==> src/rtl/match_controller.sv <==
// match_controller: top-level Pong match sequencer.
// Runs attract / serve countdown / rally / point pause / game over, keeps both
// scores, chooses the serve direction and drives the ball/paddle controls.
// Every output comes straight from a register; inputs are sampled once before use.
module match_controller #(
  parameter int CLK_FREQ       = 25_175_000,
  parameter int SERVE_DELAY_MS = 1000,
  parameter int POINT_DELAY_MS = 500,
  parameter int WIN_SCORE      = 7,
  parameter int SCORE_W        = 4
) (
  input  logic               clk_0,
  input  logic               rst,
  input  logic               start_btn,
  input  logic               pause_btn,
  input  logic               sq_missed,
  input  logic               miss_side,
  output logic               reset_game,
  output logic               ball_enable,
  output logic               serve_dir,
  output logic [SCORE_W-1:0] score_l,
  output logic [SCORE_W-1:0] score_r,
  output logic               game_over,
  output logic               winner,
  output logic [2:0]         state
);

  localparam logic [2:0] IDLE      = 3'd0;
  localparam logic [2:0] SERVE     = 3'd1;
  localparam logic [2:0] RALLY     = 3'd2;
  localparam logic [2:0] POINT     = 3'd3;
  localparam logic [2:0] GAME_OVER = 3'd4;

  localparam int SERVE_CYC = CLK_FREQ / 1000 * SERVE_DELAY_MS;
  localparam int POINT_CYC = CLK_FREQ / 1000 * POINT_DELAY_MS;
  localparam int MAX_CYC   = (SERVE_CYC > POINT_CYC) ? SERVE_CYC : POINT_CYC;
  localparam int CNT_W     = $clog2(MAX_CYC + 1);

  localparam logic [CNT_W-1:0]   SERVE_LAST = CNT_W'(SERVE_CYC - 1);
  localparam logic [CNT_W-1:0]   POINT_LAST = CNT_W'(POINT_CYC - 1);
  localparam logic [SCORE_W-1:0] WIN_VAL    = SCORE_W'(WIN_SCORE);

  // Sampled inputs: *_s is the current sample, *_q the previous one.
  // The button pairs reset high so a button held through reset is not an edge.
  logic start_s, start_q;
  logic pause_s, pause_q;
  logic missed_s, side_s;

  logic             paused;
  logic [CNT_W-1:0] cnt;

  logic start_edge, pause_edge;

  logic [2:0]         state_n;
  logic [CNT_W-1:0]   cnt_n;
  logic               paused_n;
  logic [SCORE_W-1:0] score_l_n, score_r_n;
  logic               serve_dir_n, winner_n;
  logic [SCORE_W-1:0] hit_score, hit_next;
  logic               reset_game_n, ball_enable_n, game_over_n;

  assign start_edge = start_s & ~start_q;
  assign pause_edge = pause_s & ~pause_q;

  // Next-state and datapath decisions for the match sequencer.
  always_comb begin
    state_n     = state;
    cnt_n       = cnt;
    paused_n    = paused;
    score_l_n   = score_l;
    score_r_n   = score_r;
    serve_dir_n = serve_dir;
    winner_n    = winner;
    hit_score   = side_s ? score_l : score_r;
    hit_next    = (hit_score < WIN_VAL) ? hit_score + 1'b1 : hit_score;

    case (state)
      IDLE, GAME_OVER: begin
        if (start_edge) begin
          state_n     = SERVE;
          cnt_n       = '0;
          paused_n    = 1'b0;
          score_l_n   = '0;
          score_r_n   = '0;
          serve_dir_n = 1'b0;
          winner_n    = 1'b0;
        end
      end

      SERVE: begin
        if (cnt == SERVE_LAST) begin
          state_n = RALLY;
          cnt_n   = '0;
        end else begin
          cnt_n = cnt + 1'b1;
        end
      end

      RALLY: begin
        if (missed_s) begin
          if (side_s) begin
            score_l_n = hit_next;
          end else begin
            score_r_n = hit_next;
          end
          serve_dir_n = side_s;
          paused_n    = 1'b0;
          cnt_n       = '0;
          if (hit_next == WIN_VAL) begin
            state_n  = GAME_OVER;
            winner_n = ~side_s;
          end else begin
            state_n = POINT;
          end
        end else if (pause_edge) begin
          paused_n = ~paused;
        end
      end

      POINT: begin
        if (cnt == POINT_LAST) begin
          state_n = SERVE;
          cnt_n   = '0;
        end else begin
          cnt_n = cnt + 1'b1;
        end
      end

      default: begin
        state_n = IDLE;
        cnt_n   = '0;
      end
    endcase

    reset_game_n  = (state_n == IDLE) || (state_n == SERVE);
    ball_enable_n = (state_n == RALLY) && !paused_n;
    game_over_n   = (state_n == GAME_OVER);
  end

  // Register input samples, match state and the decoded outputs together.
  always_ff @(posedge clk_0) begin
    if (!rst) begin
      start_s     <= 1'b1;
      start_q     <= 1'b1;
      pause_s     <= 1'b1;
      pause_q     <= 1'b1;
      missed_s    <= 1'b0;
      side_s      <= 1'b0;
      state       <= IDLE;
      cnt         <= '0;
      paused      <= 1'b0;
      score_l     <= '0;
      score_r     <= '0;
      serve_dir   <= 1'b0;
      winner      <= 1'b0;
      reset_game  <= 1'b1;
      ball_enable <= 1'b0;
      game_over   <= 1'b0;
    end else begin
      start_s     <= start_btn;
      start_q     <= start_s;
      pause_s     <= pause_btn;
      pause_q     <= pause_s;
      missed_s    <= sq_missed;
      side_s      <= miss_side;
      state       <= state_n;
      cnt         <= cnt_n;
      paused      <= paused_n;
      score_l     <= score_l_n;
      score_r     <= score_r_n;
      serve_dir   <= serve_dir_n;
      winner      <= winner_n;
      reset_game  <= reset_game_n;
      ball_enable <= ball_enable_n;
      game_over   <= game_over_n;
    end
  end

endmodule

==> config.mk <==
export PLATFORM = sky130hd
export DESIGN_NAME = match_controller
export DESIGN_NICKNAME = d
export VERILOG_FILES = /design/src/rtl/match_controller.sv
export SDC_FILE = /design/constraint.sdc
export NUM_CORES = 1
export LEC_CHECK = 0
export ABC_AREA = 1
export BUFFER_PORTS_ARGS = -buffer_cell sky130_fd_sc_hd__buf_4
export CORE_MARGIN = 2
export CORE_UTILIZATION = 50
export DETAILED_ROUTE_END_ITERATION = 8
export MAX_ROUTING_LAYER = met4
export PLACE_DENSITY = 0.65
export SLEW_MARGIN = 40
export SYNTH_ARGS = -nofsm -noshare
export SYNTH_HDL_FRONTEND = slang
export SYNTH_SLANG_ARGS = --single-unit
==> constraint.sdc <==
create_clock -name clk_0 -period 2.8 [get_ports clk_0]
set_input_delay 0.56 -clock clk_0 [delete_from_list [all_inputs] [get_ports clk_0]]
set_output_delay 0.56 -clock clk_0 [all_outputs]
set_load 0.02 [all_outputs]
* After elaboration in Yosys (flattened, before gate mapping)
Cells that the tools add are included.
** Word-level totals
- Word-level logic and storage cells :: 82
- Bits in registers :: 48
- Output and inout bits :: 16
** Cells by class
- Add/subtract/negate cells :: 2
- $lt $le $gt $ge :: 1
- Multiplexer cells :: 30
- Reduce and logical (&&, ||, !) cells :: 12
- Eq/ne operators :: 15
- Bitwise gates (word level) :: 6
** Operators by type and width (count)
- 25-bit two-way mux :: 4
- 25-bit case mux with 4 select lines :: 1
- 4-bit two-way mux :: 7
- 25-bit by 1-bit adder with 25-bit output (second input constant) :: 1
- 25-bit by 24-bit == test with 1-bit output (second input constant) :: 1
- 25-bit == test (second input constant) :: 1
- 4-bit case mux with 2 select lines :: 2
- 3-bit two-way mux :: 5
- 3-bit case mux with 4 select lines :: 1
- 4-bit AND reduction :: 3
- 2-bit inequality test (second input constant) :: 5
- 3-bit by 2-bit == test with 1-bit output (second input constant) :: 3
- 1-bit two-way mux :: 7
- 3-bit by 1-bit == test with 1-bit output (second input constant) :: 2
- 3-bit == test (second input constant) :: 2
- 3-bit logical NOT :: 2
- 1-bit case mux with 2 select lines :: 3
- 4-bit by 1-bit adder with 4-bit output (second input constant) :: 1
- 4-bit by 3-bit == test with 1-bit output (second input constant) :: 1
- 4-bit by 3-bit < comparator with 1-bit output (second input constant) :: 1
- 1-bit inverter :: 4
- 3-bit AND reduction :: 1
- 1-bit bitwise AND :: 2
- 2-bit AND reduction :: 1
- 5 further kinds :: 5

* Longest topological paths before layout
- Depth after elaboration :: 9
- Mapped depth :: 15
- Mapped depth without buffers :: 15

* Worst setup path after synthesis
No wires, ideal clock.
- Path kind :: reg2reg
- Start :: reg side_s
- End :: reg winner
- Library setup time :: 0.115 ns
- Buffers on the path :: 0
- Cell stages (with the launch flop) :: 16
- Data required time :: 2.685 ns
- Arrival :: 1.530 ns
- Slack :: 1.155 ns
- Cell sequence :: dfxtp_1 inv_2 nand2_1 nand2_1 inv_2 ha_1 nand3_1 nand2_1 nand2_1 nand2_1 nor2_1 nand2_1 nand2_1 nand3_1 nand2_1 nor2_1
** On the way
- Longest elaborated chain between the ends :: 6
- Elaborated cells between the ends (all ways) :: 11
- Those cells by class :: add/sub (1); order compare (1); eq/ne (2); mux (5); bitwise (1); reduce/logical (1)
** Ends and longest elaborated chain
- start: declaration :: RTL line 47 : logic missed_s, side_s;
- start signal: assignment :: RTL line 165 : side_s <= miss_side;
- 4-bit two-way mux :: RTL line 74 : hit_score = side_s ? score_l : score_r;
- 4-bit by 1-bit adder with 4-bit output / 4-bit by 3-bit < comparator with 1-bit output (equally long branches) :: RTL line 75 : hit_next = (hit_score < WIN_VAL) ? hit_score + 1'b1 : hit_score;
- 4-bit two-way mux :: RTL line 75
- 4-bit by 3-bit == test with 1-bit output :: RTL line 109 : if (hit_next == WIN_VAL) begin
- 2-bit inequality test (no source line)
- 4-bit AND reduction (no source line)
- end signal: assignment :: RTL line 172 : winner <= winner_n;
- end: declaration :: RTL line 24 : output logic winner,
Parallel ways exist; a longest one is shown, timed or not. The select of a mux whose other input is x is not followed.
A chain may end at the register's enable or synchronous reset.

* Worst setup path after layout
- Start :: reg state[0]
- End :: reg score_l[3]
** On the way
- Longest elaborated chain between the ends :: 4
- Elaborated cells between the ends (all ways) :: 10
- Those cells by class :: eq/ne (5); mux (1); reduce/logical (4)
** Ends and longest elaborated chain
- start: declaration :: RTL line 25 : output logic [2:0] state
- start signal: assignment :: RTL line 166 : state <= state_n;
- 3-bit == test / 3-bit logical NOT (equally long branches) :: RTL line 77 : case (state)
- 2-bit OR reduction :: RTL line 77
- 2-bit inequality test (no source line) / 2-bit nonzero test (equally long branches)
- 4-bit AND reduction (no source line)
- end signal: assignment :: RTL line 169 : score_l <= score_l_n;
- end: declaration :: RTL line 21 : output logic [SCORE_W-1:0] score_l,
Parallel ways exist; a longest one is shown, timed or not.

==> metrics <==
# clock sinks=48; CP Max Fanout=24; worst r2r src=state[0]$_SDFF_PN0_; GRT overflow=0; WHS Endpoint=start_q$_SDFF_PN1_; Final nets=488; most common cell in the netlist=nand2_1; synthesized instance count=460; Crit-path slowest cell=o21ai_4; CTS tree=yes; Final TNS setup=0 ns; worst reg-to-reg setup slack=0.66 ns; post-route setup slack=0.662 ns; fraction of registers with async set/reset=0; synth unique cells=36; DR vias=2888; synthesized cell area=2880 um^2; # diodes=0; flop and latch count out of synthesis=48; reg-to-reg endpoint=score_l[3]$_SDFFE_PN0P_; fin crit share=0.764; vias in the first global route=2744; syn_nets=468; Worst Path Arrival=2.33 ns; dpl hpwl=5.82 mm; CP max stage delay=0.58 ns; Hold/Removal Path Class=flop to flop; CTS buffer count=5; Place WS=0.670 ns; GPL Wtd Cong=0.919; register area share after synthesis=0.334; # hold bufs at CTS=0; WL per Instance=13.5 um; top_reg_cell synth=dfxtp_1; CP Launch Type=flop; clock skew=0.00769 ns; full die area=6380 um^2; Total GRT Usage=0.261; first-pass GRT wire length=12.6 mm; worst-case clock buffer depth=2; Port Buffer Count=21; CTS root buf=clkbuf_8; Starting Density=0.520; core footprint=5540 um^2; critical-path cell list=nor2_1 -> inv_2 -> o21ai_4 -> inv_2 -> nand2_1 -> nor2_1 -> o21ai_0 -> a21oi_1; pin count of the biggest net entering global routing=26; Synth-to-Final Area Change=11.0%; most frequent cells after synthesis=nand2_1, nor2_1, inv_1, dfxtp_1, nand3_1; yosys warns=0; Leak=1.35 nW; Max-cap violations=0; cell taking the most area after synthesis=dfxtp_1; final wirelength=7.48 mm; Detailed Routing Iterations Pass 1=5; endpoints failing hold=0; fraction of layout cells with a size suffix above 1=0.146; number of flops mapped to enable cells by yosys=0; syn_area_per_cell=6.26 um^2; CP Data Required Time=2.99 ns; postcts setup bufs=0; FP Rows=27; Clock Pin Slew Worst Setup and Hold Paths=0.09 ns; # resized after CTS=0; die span in x=79.9 um; final setup vio count=0; fmax=468 MHz; Slew HR=0.488; Synth top area share=0.334; max-slew violation count=0; Worst IR Drop VDD=0.249 mV; measured slew at the worst slew-check pin=0.766 ns; I/O pin cnt=22; hold wc startpoint=start_s$_SDFF_PN1_; P per Cell Area=416 nW/um^2; clk_lat worst skew=0.31 ns; CP top delay family=compound AO/OA/AOI/OAI gates; placed cells=545; WP depth=8; unrepaired setup endpoints after global routing=false; non-filler instance count after layout=553; WHS=0.424 ns; hold-critical path depth=2; drc violations=0; Crit Path Class=flop to flop; via/cell ratio=5.22; CP endpoint kind=flop; Synth area leaders=dfxtp_1, nand2_1, nor2_1, inv_1, nand3_1; Final Critical Period=2.14 ns; post-route ant nets=0; outcome=finished clean; worst path bufs/invs=2; initial antenna violation count=0; 1st-iter DRT viols=211; Register-to-Register Path Depth=8; die height=79.9 um; H-tree depth=2
registers in the layout, summed over array words and instances (netlist names):
signal / count
missed_s: 1
game_over: 1
paused: 1
reset_game: 1
cnt: 25
pause_s: 1
winner: 1
score_l: 4
pause_q: 1
start_s: 1
ball_enable: 1
score_r: 4
start_q: 1
state: 3
side_s: 1
serve_dir: 1
kinds of logic after synthesis:
| group | count (synthesis) | synth area share |
|---|---|---|
| xor+xnor | 7 | 0.0213 |
| simple gates | 272 | 0.426 |
| compound gates | 50 | 0.100 |
| flops | 48 | 0.334 |
| fa+ha+maj | 2 | 0.00869 |
| buf+inv | 81 | 0.110 |
cells in the final DEF (no fill, tap or decap), drive strengths merged:
cell type / Yosys / routed
xnor2: 1 / 1
nand3b: 1 / 1
clkbuf: 2 / 5
nand3: 35 / 35
inv: 73 / 73
or2: 3 / 3
buf: 6 / 21
and2: 1 / 1
a22oi: 1 / 1
o2111ai: 1 / 1
o211ai: 1 / 1
nand4: 12 / 12
clkinvlp: 0 / 1
nor3: 13 / 13
a21o: 1 / 1
bufinv: 0 / 1
a21oi: 29 / 29
xor2: 6 / 6
nor2: 77 / 77
ha: 2 / 2
o21ai: 16 / 16
clkinv: 0 / 1
dfxtp: 48 / 48
a31oi: 1 / 1
nand2: 130 / 130
report_power, final:
group | switching [W] | internal (W) | total [W]
clock network | 0.000248 | 0.000265 | 0.000513
registers | 0.00000828 | 0.000693 | 0.000701
logic | 0.0000804 | 0.0000363 | 0.000117
area by class of cell:
type	instances	area (um^2)
Sequential cell	48	961
Clock buffer	5	68.8
Timing Repair Buffer	21	158
Inverter	73	274
Tap cell	72	90.1
Clock inverter	3	42.5
Multi-Input combinational cell	331	1600
Fill cell	595	2340
tightest hold or removal path, stage by stage, from the launching register on:
cell,delay [ns]
dfxtp_1,0.31
inv_1,0.04
nand2_1,0.04
through the flow:
step / area, um^2 / utilization / power, W
2_1_floorplan: 2880 / - / 0.000803
3_3_place_gp: 3080 / 0.557 / 0.000832
3_5_place_dp: 3080 / 0.557 / 0.000834
4_1_cts: 3200 / 0.577 / 0.00134
5_1_grt: 3200 / 0.577 / 0.00138
6_report: 3200 / 0.577 / 0.00133
how the worst max path moves through the flow:
stage | start | to | slack [ns]
CTS | state[0]$_SDFF_PN0_ | score_l[3]$_SDFFE_PN0P_ | 0.65
detailed placement | state[0]$_SDFF_PN0_ | score_l[3]$_SDFFE_PN0P_ | 0.67
floorplan | side_s$_SDFF_PN0_ | winner$_SDFFE_PN0P_ | 1.16
global placement | state[0]$_SDFF_PN0_ | score_l[3]$_SDFFE_PN0P_ | 0.77
finish | state[0]$_SDFF_PN0_ | score_l[3]$_SDFFE_PN0P_ | 0.66
global route | state[0]$_SDFF_PN0_ | score_r[0]$_SDFFE_PN0P_ | 0.46
layer usage:
| layer | wire length [um] | global-route usage |
|---|---|---|
| met1 | 3240 | 0.309 |
| met2 | 3730 | 0.441 |
| met3 | 309 | 0.0407 |
| met4 | 200 | 0.108 |
| met5 | 0 | - |
Power figures use the tool's default switching activity.
